File: src/rtl/pipe_stage_skid.sv
// Handshaked pipeline stage register with a 2-entry skid buffer and flush.
// Optional PIPE_STAGE_PERF_EN adds saturating stall/bubble counters.
//
// state | meaning
// EMPTY | no entry held, out_valid=0
// BUSY  | main entry valid, skid empty
// FULL  | main and skid valid, in_ready=0
module pipe_stage_skid #(
    parameter int CTRL_W = 8,
    parameter int DATA_W = 256
) (
    input  logic              clk,
    input  logic              reset,
    input  logic              flush,
    input  logic              in_valid,
    output logic              in_ready,
    input  logic [CTRL_W-1:0] in_ctrl,
    input  logic [DATA_W-1:0] in_data,
    output logic              out_valid,
    input  logic              out_ready,
    output logic [CTRL_W-1:0] out_ctrl,
    output logic [DATA_W-1:0] out_data
`ifdef PIPE_STAGE_PERF_EN
    ,
    output logic [31:0]       stall_cnt,
    output logic [31:0]       bubble_cnt
`endif
);

    // Encoding chosen so bit 1 is main_v and bit 0 is skid_v.
    typedef enum logic [1:0] {
        EMPTY = 2'b00,
        BUSY  = 2'b10,
        FULL  = 2'b11
    } state_t;

    state_t            state;
    logic              main_v;
    logic              skid_v;
    logic [CTRL_W-1:0] main_ctrl;
    logic [DATA_W-1:0] main_data;
    logic [CTRL_W-1:0] skid_ctrl;
    logic [DATA_W-1:0] skid_data;
    logic              in_fire;
    logic              out_fire;

    assign main_v    = state[1];
    assign skid_v    = state[0];
    assign in_ready  = ~skid_v & ~reset;
    assign out_valid = main_v;
    assign out_ctrl  = main_v ? main_ctrl : '0;
    assign out_data  = main_data;
    assign in_fire   = in_valid & in_ready;
    assign out_fire  = out_valid & out_ready;

    always_ff @(posedge clk) begin
        if (reset) begin
            state     <= EMPTY;
            main_ctrl <= '0;
            main_data <= '0;
            skid_ctrl <= '0;
            skid_data <= '0;
        end else if (flush) begin
            // Data fields deliberately hold; only control is scrubbed.
            state     <= EMPTY;
            main_ctrl <= '0;
            skid_ctrl <= '0;
        end else begin
            case (state)
                EMPTY: begin
                    if (in_fire) begin
                        state     <= BUSY;
                        main_ctrl <= in_ctrl;
                        main_data <= in_data;
                    end
                end
                BUSY: begin
                    if (in_fire && out_fire) begin
                        main_ctrl <= in_ctrl;
                        main_data <= in_data;
                    end else if (in_fire) begin
                        state     <= FULL;
                        skid_ctrl <= in_ctrl;
                        skid_data <= in_data;
                    end else if (out_fire) begin
                        state <= EMPTY;
                    end
                end
                FULL: begin
                    if (out_fire) begin
                        state     <= BUSY;
                        main_ctrl <= skid_ctrl;
                        main_data <= skid_data;
                    end
                end
                default: state <= EMPTY;
            endcase
        end
    end

`ifdef PIPE_STAGE_PERF_EN
    always_ff @(posedge clk) begin
        if (reset) begin
            stall_cnt  <= '0;
            bubble_cnt <= '0;
        end else begin
            if (out_valid && !out_ready && stall_cnt != 32'hFFFF_FFFF)
                stall_cnt <= stall_cnt + 32'd1;
            if (!out_valid && !flush && bubble_cnt != 32'hFFFF_FFFF)
                bubble_cnt <= bubble_cnt + 32'd1;
        end
    end
`endif

endmodule

File: config.mk
export PLATFORM = sky130hd
export DESIGN_NAME = pipe_stage_skid
export DESIGN_NICKNAME = d
export VERILOG_FILES = /design/src/rtl/pipe_stage_skid.sv
export SDC_FILE = /design/constraint.sdc
export NUM_CORES = 1
export LEC_CHECK = 0
export ABC_AREA = 1
export BUFFER_PORTS_ARGS = -buffer_cell sky130_fd_sc_hd__buf_2
export CAP_MARGIN = 20
export CORE_MARGIN = 5
export CORE_UTILIZATION = 56
export DETAILED_ROUTE_END_ITERATION = 8
export GPL_ROUTABILITY_DRIVEN = 0
export GPL_TIMING_DRIVEN = 0
export PLACE_DENSITY = 0.89
export SETUP_SLACK_MARGIN = 0.2
export SLEW_MARGIN = 20
export SYNTH_ARGS = -nofsm -noshare
export SYNTH_HDL_FRONTEND = slang
export SYNTH_SLANG_ARGS = --single-unit
export TNS_END_PERCENT = 20
File: constraint.sdc
create_clock -name clk -period 3 [get_ports clk]
set_clock_uncertainty 0.2 [all_clocks]
set_input_delay 0.45 -clock clk [delete_from_list [all_inputs] [get_ports clk]]
set_output_delay 0.45 -clock clk [all_outputs]
set_load 0.02 [all_outputs]
==> results by group <==
STA
  – Period utilisation layout: 86.3%
  – FMAX: 0.386 GHz
  – Slew @ Worst Pin: 0.976 ns
  – Max transition margin: 34.9%
  – Final min period: 2.59 ns
  – Final Hold Vio Count: 0
  – Max Slew Vio Count: 0
  – TNS Setup: 0 ns
  – Final setup violating endpoints: 0
  – Minimum setup slack in the final design: 0.410 ns
  – RSZ-0062 raised after global routing: true

Critical path
  – Worst Path Arrival: 2.92 ns
  – Crit end category: flip-flop
  – WP depth: 9
  – Slack of the worst reg-to-reg path: 0.41 ns
  – Critical path fanouts, max: 10
  – Slowest cell on the critical path: dfxtp_1
  – Reg2Reg Capture Point: skid_data[78]
  – Critical-path cell list: inv_1 -> ha_1 -> nand3_1 -> nor2_4 -> nand2_2 -> buf_2 -> clkbuf_1 -> o21ai_0 -> nor2_1
  – Crit Path Class: reg -> reg
  – Critical path buffers and inverters: 3
  – Top delay family on crit path: buffers and inverters
  – RR Startpoint: state[0]
  – CP Launch Type: flip-flop
  – Max incr delay on CP: 0.42 ns
  – Required time worst endpoint: 3.33 ns
  – R2R cell count: 9

Synth
  – Area leader, netlist: dfxtp_1
  – Synth Flop Type: dfxtp_1
  – Syn nets: 3980
  – Compound-Gate Fraction of Synth Area: 5.71%
  – Post-Syn Area: 23300 um^2
  – Area contributors post-synth: dfxtp_1 (46%), nand2_1 (21%), nor2_1 (17%), o21ai_0 (5.1%), inv_1 (4.4%)
  – Yosys warns: 0
  – Largest family of logic cells by synthesized area: simple AND/OR/NAND/NOR gates
  – Number of synthesized flops with an enable pin: 0
  – Fraction of registers with async set/reset: 0%
  – Post-Synth Simple-Gate Area: 38.7%
  – Seq/Total Area, Yosys: 45.5%
  – Most common library cells after synthesis: nand2_1 (1325), nor2_1 (1059), dfxtp_1 (530)
  – Distinct cells, synth: 20
  – Post-Synth Adder-Cell Area: 0.215%
  – Yosys reg bits: 530
  – Area fraction of the dominant cell type after synthesis: 45.5%
  – Syn avg cell area: 6.29 um^2
  – Cells after Synth: 3707
  – Post-Synth XOR/XNOR Area: 0%
  – Multiplexer share of the synthesized area: 0.258%
  – Top-count cell post-synth: nand2_1

Hold path
  – Hold path depth: 3
  – Min-delay worst type: in -> reg
  – Worst Hold End: skid_data[173]
  – Worst Hold Launch: in_data[173]

Final layout
  – Post-Layout Cell Count: 5154
  – Final #Nets: 4833
  – Layout cells sized above 1: 15.9%
  – Finished Cell Area: 31200 um^2
  – Area Overhead vs Synth: 33.9%
  – Util after Layout: 76.1%

Run status
  – Status: complete, but fails checks
  – Violated checks: design-rule violations

Detailed routing
  – DRC: 27
  – Wire length per cell: 18.5 um
  – Final ANT Viol Nets: 0
  – DRT iter0 DRCs: 3829
  – Total wire length: 95600 um
  – Initial DRT Pass Iterations: 9
  – Vias per inst: 5.59
  – Via count: 28800

Clock tree
  – CTS max path bufs: 3
  – Clk_lat worst skew: 0.61 ns
  – CTS Buf Count: 54
  – CTS Sinks: 530
  – TritonCTS clock tree: built
  – CTS Root Buffer Type: clkbuf_16
  – Worst-path clk slew: 0.06 ns
  – Max H-tree Level: 2

Placement
  – IO buf count: 534
  – Placed cell area: 26600 um^2
  – Placed cells: 4773
  – Dpl ws: 0.314 ns
  – Hpwl dp: 52500 um

Floorplanning
  – Die width: 214 um
  – # rows: 74
  – Initial Util: 56.8%
  – IO Pins: 535
  – Core Footprint: 41000 um^2
  – Die Area: 45800 um^2
  – Die Y-Extent: 214 um

Global routing
  – Maximum number of pins on one net before global-route repair: 14
  – Initial antenna violation count: 19
  – GRT Total Usage: 39.1%
  – Busiest layer in global routing: met2
  – Vias in the first global route: 27800
  – Met3 Track Usage GR: 12.7%
  – Total congestion overflow: 0
  – Grt met2 use: 64.0%
  – Global-route wire length before repair: 148000 um
  – Routing usage on met1: 43.1%

Pwr
  – VDD IR max: 568 uV
  – Power density over cell area: 586 nW/um^2
  – Leakage: 0.0164 uW

Flow run
  – Maxcap violations: 0
[what timing repair did]
item	CTS	global route
endpoints found under the hold margin	480	0
resized for setup	0	11
setup buffers	0	0
hold buffers	263	0
endpoints found under the setup margin	0	79
[tightest hold or removal path, cell delays in order]
cell,delay [ns]
buf_2,0.13
o21ai_0,0.13
nor2_1,0.13
[layout make-up]
| type | instances | area, um^2 |
|---|---|---|
| sequential | 530 | 10600 |
| tap | 532 | 666 |
| timing repair buffer | 797 | 5310 |
| clock buffer | 83 | 1660 |
| buffer | 229 | 1190 |
| clock inverter | 16 | 208 |
| antenna | 19 | 47.5 |
| inverter | 279 | 1050 |
| multi-input combinational | 2669 | 10500 |
| fill | 2579 | 9810 |
[registers in the layout, summed over array words and instances (netlist names)]
name,cells
out_data,256
skid_ctrl,8
state,2
main_ctrl,8
skid_data,256
[per-stage QoR]
stage | total power (uW) | hold slack (ns)
2_1_floorplan | 9560 | 0.224
3_3_place_gp | 10500 | 0.234
3_5_place_dp | 10600 | 0.257
4_1_cts | 17800 | 0.0389
5_1_grt | 18800 | 0.0613
6_report | 18300 | 0.0703
[routing by layer]
layer | share of wire, % | wire length, um
met1 | 33 | 31400
met3 | 13 | 12500
met4 | 9.0 | 8620
met2 | 45 | 43000
met5 | 0.0073 | 7
[power breakdown]
group / switching, uW / internal [uW] / total (uW)
clock: 2980 / 4230 / 7210
sequential: 265 / 7450 / 7720
combinational: 2180 / 1170 / 3350
[worst max-delay path by stage]
| stage | startpoint | endpoint | slack, ns |
|---|---|---|---|
| after detailed placement | state[0] | out_data[141] | 0.31 |
| after floorplan | state[1] | out_data[0] | 0.95 |
| after CTS | state[0] | out_data[88] | 0.24 |
| after global placement | state[0] | out_data[141] | 0.33 |
| final | state[0] | skid_data[78] | 0.41 |
| after global routing | state[0] | skid_data[78] | 0.28 |
[logic make-up (layout without fill, tap and decap cells)]
family	count (synthesis)	count (layout)
other cells	0	19
flops	530	530
compound gates	266	266
fa+ha+maj	4	4
simple gates	2393	2393
mux	6	6
buf+inv	508	1404
[cell usage in the layout, fill, tap and decap left out, types with 8 or more instances in the layout]
master and count:
buf_2 578, inv_1 274, buf_1 8, clkinv_2 10, clkbuf_1 133, clkbuf_16 57
dlygate4sd3_1 263, o21ai_0 237, o21ai_1 27, buf_6 20, nand2_1 1325, buf_4 32
dfxtp_1 530, clkbuf_8 14, diode_2 19, nor2_1 1058
No activity file was read; power rests on OpenSTA's default activity.
